## src/rtl/keypad_scan_encoder_pkg.sv

```systemverilog
// Shared types and helpers for the matrix keypad scanner/encoder.
// The FSM state and scan candidate enums are separate so their names never collide.
package keypad_pkg;

  typedef enum logic [1:0] {
    ST_RELEASED = 2'd0,
    ST_PRESSED  = 2'd1,
    ST_MULTI    = 2'd2
  } key_state_e;

  typedef enum logic [1:0] {
    CAND_NONE   = 2'd0,
    CAND_SINGLE = 2'd1,
    CAND_MULTI  = 2'd2
  } cand_kind_e;

  function automatic int code_of(input int col, input int row, input int rows);
    return col * rows + row;
  endfunction

endpackage

```

## src/rtl/keypad_scan_encoder_if.sv

```systemverilog
// Key event bundle produced by the scanner and consumed by the display path.
interface keypad_scan_encoder_if #(
  parameter int CODE_W = 4
);
  logic [CODE_W-1:0] key_code;
  logic              key_valid;
  logic              key_release;
  logic              key_held;
  logic              multi_key;

  modport master (output key_code, key_valid, key_release, key_held, multi_key);
  modport slave  (input  key_code, key_valid, key_release, key_held, multi_key);
endinterface

```

## src/rtl/keypad_scan_encoder_debounce.sv

```systemverilog
// Whole-scan debouncer and commit FSM; owns every key_* output register.
// A roll-over emits the release of the old key, then the new key's valid one cycle later.
module keypad_debounce
  import keypad_pkg::*;
#(
  parameter int CODE_W         = 4,
  parameter int DEBOUNCE_SCANS = 3
) (
  input  logic              clk,
  input  logic              rst_n,
  input  logic              scan_end,
  input  cand_kind_e        cand_kind,
  input  logic [CODE_W-1:0] cand_code,
  output logic [CODE_W-1:0] key_code,
  output logic              key_valid,
  output logic              key_release,
  output logic              key_held,
  output logic              multi_key
);

  localparam int CNT_W = $clog2(DEBOUNCE_SCANS + 1);

  cand_kind_e        prev_kind_r;
  logic [CODE_W-1:0] prev_code_r;
  logic [CNT_W-1:0]  cnt_r;
  logic [CNT_W-1:0]  cnt_next_s;
  logic              same_s;
  logic              commit_s;

  key_state_e        state_r;
  logic              pend_r;
  logic [CODE_W-1:0] pend_code_r;
  logic [CODE_W-1:0] key_code_r;
  logic              key_valid_r;
  logic              key_release_r;
  logic              key_held_r;
  logic              multi_key_r;

  // Compare against the previous scan's candidate and derive the commit strobe.
  always_comb begin
    same_s = (cand_kind == prev_kind_r) &&
             ((cand_kind != CAND_SINGLE) || (cand_code == prev_code_r));
    if (same_s) begin
      cnt_next_s = (cnt_r == CNT_W'(DEBOUNCE_SCANS)) ? cnt_r : cnt_r + CNT_W'(1);
    end else begin
      cnt_next_s = CNT_W'(1);
    end
    commit_s = scan_end && (cnt_next_s == CNT_W'(DEBOUNCE_SCANS));
  end

  // Remember the last candidate and its saturating stability count.
  always_ff @(posedge clk or negedge rst_n) begin
    if (!rst_n) begin
      prev_kind_r <= CAND_NONE;
      prev_code_r <= '0;
      cnt_r       <= '0;
    end else if (scan_end) begin
      prev_kind_r <= cand_kind;
      prev_code_r <= cand_code;
      cnt_r       <= cnt_next_s;
    end else begin
      cnt_r <= cnt_r;
    end
  end

  // Commit FSM; a pending roll-over key is always flushed before the next commit.
  always_ff @(posedge clk or negedge rst_n) begin
    if (!rst_n) begin
      state_r       <= ST_RELEASED;
      pend_r        <= 1'b0;
      pend_code_r   <= '0;
      key_code_r    <= '0;
      key_valid_r   <= 1'b0;
      key_release_r <= 1'b0;
      key_held_r    <= 1'b0;
      multi_key_r   <= 1'b0;
    end else begin
      key_valid_r   <= 1'b0;
      key_release_r <= 1'b0;
      if (pend_r) begin
        pend_r      <= 1'b0;
        key_valid_r <= 1'b1;
        key_code_r  <= pend_code_r;
      end else if (commit_s) begin
        case (state_r)
          ST_RELEASED: begin
            if (cand_kind == CAND_SINGLE) begin
              state_r     <= ST_PRESSED;
              key_code_r  <= cand_code;
              key_valid_r <= 1'b1;
              key_held_r  <= 1'b1;
            end else if (cand_kind == CAND_MULTI) begin
              state_r     <= ST_MULTI;
              multi_key_r <= 1'b1;
            end
          end
          ST_PRESSED: begin
            if (cand_kind == CAND_NONE) begin
              state_r       <= ST_RELEASED;
              key_release_r <= 1'b1;
              key_held_r    <= 1'b0;
            end else if ((cand_kind == CAND_SINGLE) && (cand_code != key_code_r)) begin
              key_release_r <= 1'b1;
              pend_r        <= 1'b1;
              pend_code_r   <= cand_code;
            end else if (cand_kind == CAND_MULTI) begin
              state_r       <= ST_MULTI;
              key_release_r <= 1'b1;
              key_held_r    <= 1'b0;
              multi_key_r   <= 1'b1;
            end
          end
          ST_MULTI: begin
            // Only a complete release leaves MULTI, so a ghost single never emits a code.
            if (cand_kind == CAND_NONE) begin
              state_r     <= ST_RELEASED;
              multi_key_r <= 1'b0;
            end
          end
          default: begin
            state_r <= ST_RELEASED;
          end
        endcase
      end
    end
  end

  assign key_code    = key_code_r;
  assign key_valid   = key_valid_r;
  assign key_release = key_release_r;
  assign key_held    = key_held_r;
  assign multi_key   = multi_key_r;

endmodule

```

## src/rtl/keypad_scan_encoder.sv

```systemverilog
// Matrix keypad scanner: column driver, row synchroniser, scan snapshot and encoder.
// Rows are sampled on the last cycle of each column slot; a full scan is classified once.
module keypad_scan_encoder
  import keypad_pkg::*;
#(
  parameter int ROWS           = 4,
  parameter int COLS           = 4,
  parameter int SCAN_DIV       = 4,
  parameter int DEBOUNCE_SCANS = 3
) (
  input  logic            clk,
  input  logic            rst_n,
  output logic [COLS-1:0] col_drive,
  input  logic [ROWS-1:0] row_sense,
  keypad_scan_encoder_if.master key_if
);

  localparam int N      = ROWS * COLS;
  localparam int CODE_W = $clog2(N);
  localparam int COL_W  = $clog2(COLS);
  localparam int DIV_W  = $clog2(SCAN_DIV);
  localparam int PW     = $clog2(N + 1);

  if ((SCAN_DIV < 3) || (COLS < 2) || (DEBOUNCE_SCANS < 1) || (ROWS < 1)) begin : g_param_err
    $fatal(1, "keypad_scan_encoder: illegal parameter set");
  end

  logic [ROWS-1:0]   sync1_r;
  logic [ROWS-1:0]   sync2_r;
  logic              run_r;
  logic [COL_W-1:0]  col_idx_r;
  logic [COL_W-1:0]  col_next_s;
  logic [DIV_W-1:0]  div_r;
  logic [COLS-1:0]   col_drive_r;
  logic [N-1:0]      snap_r;
  logic [N-1:0]      snap_next_s;
  logic              slot_end_s;
  logic              scan_end_s;
  logic [PW-1:0]     pop_s;
  logic [CODE_W-1:0] enc_code_s;
  cand_kind_e        cand_kind_s;
  logic [CODE_W-1:0] key_code_s;
  logic              key_valid_s;
  logic              key_release_s;
  logic              key_held_s;
  logic              multi_key_s;

  assign slot_end_s = run_r && (div_r == DIV_W'(SCAN_DIV - 1));
  assign scan_end_s = slot_end_s && (col_idx_r == COL_W'(COLS - 1));
  assign col_next_s = (col_idx_r == COL_W'(COLS - 1)) ? '0 : col_idx_r + COL_W'(1);

  // Two-flop synchroniser; idle level is all-ones (no row pulled low).
  always_ff @(posedge clk or negedge rst_n) begin
    if (!rst_n) begin
      sync1_r <= '1;
      sync2_r <= '1;
    end else begin
      sync1_r <= row_sense;
      sync2_r <= sync1_r;
    end
  end

  // Column slot sequencer; run_r lets column 0 get a full slot right after reset.
  always_ff @(posedge clk or negedge rst_n) begin
    if (!rst_n) begin
      run_r       <= 1'b0;
      col_idx_r   <= '0;
      div_r       <= '0;
      col_drive_r <= '1;
    end else if (!run_r) begin
      run_r       <= 1'b1;
      col_drive_r <= ~COLS'(1);
    end else if (slot_end_s) begin
      div_r       <= '0;
      col_idx_r   <= col_next_s;
      col_drive_r <= ~(COLS'(1) << col_next_s);
    end else begin
      div_r <= div_r + DIV_W'(1);
    end
  end

  // Merge the current column's sampled rows into the snapshot (1 = pressed).
  always_comb begin
    snap_next_s = snap_r;
    if (slot_end_s) begin
      for (int r = 0; r < ROWS; r++) begin
        snap_next_s[code_of(int'(col_idx_r), r, ROWS)] = ~sync2_r[r];
      end
    end else begin
      snap_next_s = snap_r;
    end
  end

  // Snapshot register.
  always_ff @(posedge clk or negedge rst_n) begin
    if (!rst_n) begin
      snap_r <= '0;
    end else begin
      snap_r <= snap_next_s;
    end
  end

  // Popcount and encoder over the completed scan, last column included.
  always_comb begin
    pop_s      = '0;
    enc_code_s = '0;
    for (int i = 0; i < N; i++) begin
      pop_s = pop_s + PW'(snap_next_s[i]);
      if (snap_next_s[i]) begin
        enc_code_s = CODE_W'(i);
      end else begin
        enc_code_s = enc_code_s;
      end
    end
    if (pop_s == '0) begin
      cand_kind_s = CAND_NONE;
    end else if (pop_s == PW'(1)) begin
      cand_kind_s = CAND_SINGLE;
    end else begin
      cand_kind_s = CAND_MULTI;
    end
  end

  keypad_debounce #(
    .CODE_W        (CODE_W),
    .DEBOUNCE_SCANS(DEBOUNCE_SCANS)
  ) u_debounce (
    .clk        (clk),
    .rst_n      (rst_n),
    .scan_end   (scan_end_s),
    .cand_kind  (cand_kind_s),
    .cand_code  (enc_code_s),
    .key_code   (key_code_s),
    .key_valid  (key_valid_s),
    .key_release(key_release_s),
    .key_held   (key_held_s),
    .multi_key  (multi_key_s)
  );

  assign col_drive          = col_drive_r;
  assign key_if.key_code    = key_code_s;
  assign key_if.key_valid   = key_valid_s;
  assign key_if.key_release = key_release_s;
  assign key_if.key_held    = key_held_s;
  assign key_if.multi_key   = multi_key_s;

endmodule

```

## src/flat_wrapper.sv

```systemverilog
// flat-port wrapper written by rule: the top's interface ports become plain ports
module keypad_scan_encoder_flat import keypad_pkg::*;
#(
  parameter int ROWS           = 4,
  parameter int COLS           = 4,
  parameter int SCAN_DIV       = 4,
  parameter int DEBOUNCE_SCANS = 3
)
  (clk, rst_n, col_drive, row_sense, key_if_key_code, key_if_key_valid, key_if_key_release, key_if_key_held, key_if_multi_key);
  keypad_scan_encoder_if #(.CODE_W(4)) key_if_i ();
  input  logic clk;
  input  logic rst_n;
  output logic [COLS-1:0] col_drive;
  input  logic [ROWS-1:0] row_sense;
  output wire logic [$bits(key_if_i.key_code)-1:0] key_if_key_code;
  output wire logic [$bits(key_if_i.key_valid)-1:0] key_if_key_valid;
  output wire logic [$bits(key_if_i.key_release)-1:0] key_if_key_release;
  output wire logic [$bits(key_if_i.key_held)-1:0] key_if_key_held;
  output wire logic [$bits(key_if_i.multi_key)-1:0] key_if_multi_key;
  assign key_if_key_code = key_if_i.key_code;
  assign key_if_key_valid = key_if_i.key_valid;
  assign key_if_key_release = key_if_i.key_release;
  assign key_if_key_held = key_if_i.key_held;
  assign key_if_multi_key = key_if_i.multi_key;
  keypad_scan_encoder #(.ROWS(ROWS), .COLS(COLS), .SCAN_DIV(SCAN_DIV), .DEBOUNCE_SCANS(DEBOUNCE_SCANS)) u_core (.clk(clk), .rst_n(rst_n), .col_drive(col_drive), .row_sense(row_sense), .key_if(key_if_i));
endmodule
```

## config.mk

```make
export PLATFORM = sky130hd
export DESIGN_NAME = keypad_scan_encoder_flat
export DESIGN_NICKNAME = d
export VERILOG_FILES = /design/src/rtl/keypad_scan_encoder_pkg.sv /design/src/rtl/keypad_scan_encoder_if.sv /design/src/rtl/keypad_scan_encoder_debounce.sv /design/src/rtl/keypad_scan_encoder.sv /design/src/flat_wrapper.sv
export SDC_FILE = /design/constraint.sdc
export NUM_CORES = 1
export LEC_CHECK = 0
export ABC_AREA = 1
export ABC_CLOCK_PERIOD_IN_PS = 7600
export BUFFER_PORTS_ARGS = -buffer_cell sky130_fd_sc_hd__buf_4
export CORE_UTILIZATION = 45
export CTS_CLUSTER_SIZE = 8
export DETAILED_ROUTE_END_ITERATION = 10
export GPL_TIMING_DRIVEN = 0
export PLACE_DENSITY = 0.7
export SLEW_MARGIN = 40
export SYNTH_ARGS = -nofsm -noshare
export SYNTH_HDL_FRONTEND = slang
export SYNTH_HIERARCHICAL = 1
export SYNTH_SLANG_ARGS = --single-unit
```

## constraint.sdc

```tcl
create_clock -name clk -period 7.6 [get_ports clk]
set_input_delay 1.52 -clock clk [delete_from_list [all_inputs] [get_ports clk]]
set_output_delay 1.52 -clock clk [all_outputs]
set_load 0.1 [all_outputs]
```

==> run metrics <==
status complete, no violations; endpoint class of the critical path flop; total number of nets in the final design roughly 430; post-synthesis register bit count 56; first-pass detailed-route iteration total 4; hold slack final about 360 ps; die outline width roughly 86 µm; Max-slew headroom between 50% and 60%; Max stage delay on crit path approximately 550 ps; buffer levels on the longest clock path 2; Worst path depth 29; number of buffers and inverters on the critical path 8; post-synthesis average cell area between 8 and 9 µm²; Worst path top cell family by delay adder cells; clock edge transition at the registers on the reported setup and hold paths ~100 ps; Synth cell types 35; Critical Path Source u_core/div_r[0]$_DFFE_PN0P_; vias per cell 4.74; number of gates resized after cts 0; type of the setup path with the least slack reg -> reg; floorplan die area roughly 7500 µm²; Inserted Clock Buffers 5; total wirelength of the detailed-routed design 5680 µm; Worst EP required a little under 8000 ps; r2r startpoint u_core/div_r[0]$_DFFE_PN0P_; number of placed I/O pins 18; DR WL/cell 11.4 µm; clock tree from TritonCTS done; number of cells on the worst reg-to-reg path 29; reg-to-reg setup timing slack about 1500 ps; Diodes inserted 0; capture point of the worst path u_core/u_debounce/pend_code_r[2]$_DFFE_PN0P_; Crit-path slowest cell sky130_fd_sc_hd__fa_1; Most Frequent Cell on Critical Path sky130_fd_sc_hd__fa_1; Max Clock Skew around 4.4 ps; final worst path period share 80.9%; number of failing setup endpoints in the final timing report 0; layout cells sized above 1 between 20% and 30%; worst-path maximum fanout 6; final-report hold violation count 0; effective utilization at floorplan a little under half; pins over their slew limit 0; number of enable-type register cells in the synthesized netlist 0; Worst setup SP type flop; global route overflow 0; slew of the pin with the lowest slew margin between 600 and 700 ps; arrival time of data at the critical path endpoint approximately 6400 ps; global router's overall resource usage 17.7%; number of maximum-capacitance constraint violations 0; number of buffers inserted by port buffering 17; Clk Latency, worst-skew pair roughly 300 ps; vias in the first global route 2331; synth-to-layout area growth 10.5%; global-route wire length before repair approximately 10000 µm; Synthesis Warnings 6; number of antenna violations at the first check in global routing 0; Root Buffer sky130_fd_sc_hd__clkbuf_8; nets in the synthesized netlist 403; RSZ-0062 raised after global routing false; post-CTS setup buffer count 0; # fillers between 600 and 700; highest clock frequency the design can meet 163 MHz; post-detailed-route DRC marker count 0; DRT iter0 DRCs roughly 110; core area slightly below 7000 µm²; last weighted congestion value of the routability-driven placer around 0.80; Die Ht ~86 µm; DP Wirelength about 4300 µm; largest net degree at the start of global routing between 50 and 60; Hold Buf Count CTS 0; dominant register cell in the synthesized netlist sky130_fd_sc_hd__dfrtp_1; worst min path class reg -> reg; count of vias placed by the detailed router 2356; H-tree level count 2; post-detailed-route count of antenna-violating nets 0; capture point of the worst reg-to-reg path u_core/u_debounce/pend_code_r[2]$_DFFE_PN0P_; number of clock sinks 56; FP Rows 30; number of instances in the synthesized netlist 376; final critical path time including I/O delays and setup about 6000 ps; setup TNS 0 ps; fraction of the yosys area taken by sequential cells approximately 44%; cell area after technology mapping about 3200 µm²; fraction of registers with async set or reset after synthesis 100%
[metrics by stage]
| step | util [%] | setup slack [ps] | area, µm² | instances |
|---|---|---|---|---|
| after floorplan | - | 2050 | 3200 | 376 |
| after global placement | 50.5 | 1540 | 3450 | 489 |
| after detailed placement | 50.5 | 1480 | 3450 | 489 |
| after CTS | 51.8 | 1430 | 3540 | 497 |
| after global routing | 51.8 | 960 | 3540 | 497 |
| final | 51.8 | 1450 | 3540 | 497 |
[flip-flops by register name, indices dropped and copies added, names as in the netlist, 4 cells and up]
signal                         count
u_core/u_debounce/pend_code_r      4
u_core/col_drive                   4
u_core/sync2_r                     4
u_core/snap_r                     16
u_core/u_debounce/prev_code_r      4
u_core/sync1_r                     4
u_core/u_debounce/key_code         4
[final cells by class]
cell class              count  area, µm²  share of cell area, %
multi-input cells         245       1500                   42.4
flip-flops and latches     56       1420                   40.0
inverters                  73        280                   7.91
repair buffers             17        128                   3.60
well taps                  96        120                   3.39
clock buffers               8       90.1                   2.54
plain buffers               2       7.51                  0.212
[worst reg2reg max path: cells and delay by family, from the launching register on]
kind / cells / cell delay, ps
simple gates: 12 / 1650
flops: 1 / 410
fa+ha+maj: 7 / 2960
buf+inv: 8 / 670
compound gates: 2 / 400
[metal layers]
| layer | up-vias | track usage [%] | share of wire (%) |
|---|---|---|---|
| met3 | 8 | 2.29 | 1.6 |
| met2 | 24 | 29.1 | 47 |
| met5 | - | 0 | 0 |
| met4 | 0 | 5.61 | 1.7 |
| met1 | 1116 | 24.3 | 50 |
| li1 | 1208 | - | - |
[placed cells by master, fill, tap and decap left out, drive strengths merged, types with 7 or more instances in the layout]
cell type  instances
nand2            104
inv               72
dfrtp             44
nor2              38
o21ai             33
buf               17
nand3             13
dfstp             12
ha                11
fa                10
clkbuf            10
or2               10
nor3               8
a21oi              7
[kinds of logic after synthesis]
| kind of cell | count (synthesis) | synth area share (%) |
|---|---|---|
| DFF | 56 | 44.2 |
| xor gates and xnor gates | 1 | 0.273 |
| adders and majority gates | 21 | 10.5 |
| AOI/OAI and AO/OA | 44 | 8.63 |
| other | 1 | 0.117 |
| buffers and inverters | 75 | 8.98 |
| and+or+nand+nor | 178 | 27.3 |
[how the worst min path moves through the flow]
stage	from	endpoint	slack [ps]	cells past startpoint
3_5_place_dp	u_core/sync1_r[2]$_DFF_PN1_	u_core/sync2_r[2]$_DFF_PN1_	350	0
4_1_cts	u_core/sync1_r[2]$_DFF_PN1_	u_core/sync2_r[2]$_DFF_PN1_	360	0
2_1_floorplan	u_core/sync1_r[0]$_DFF_PN1_	u_core/sync2_r[0]$_DFF_PN1_	350	0
5_1_grt	u_core/sync1_r[1]$_DFF_PN1_	u_core/sync2_r[1]$_DFF_PN1_	370	0
6_report	u_core/sync1_r[2]$_DFF_PN1_	u_core/sync2_r[2]$_DFF_PN1_	360	0
3_3_place_gp	u_core/sync1_r[2]$_DFF_PN1_	u_core/sync2_r[2]$_DFF_PN1_	350	0
[synthesized netlist by cell type (all sizes together) (2+ instances only)]
library cell	instances	share of area, %
inv	72	8.6
o211ai	2	0.62
o21ai	33	6.2
ha	11	4.3
nand2	104	14
a21oi	7	1.3
dfstp	12	9.8
nand4	5	1.4
nor2	38	5.9
or2	10	2.0
fa	10	6.2
nand3	13	2.2
clkbuf	2	0.23
nor3	8	1.6
dfrtp	44	34
Power is left out: the tool's default activity adds up to more than one toggle a clock period on the data nets, which glitch-free logic cannot reach.
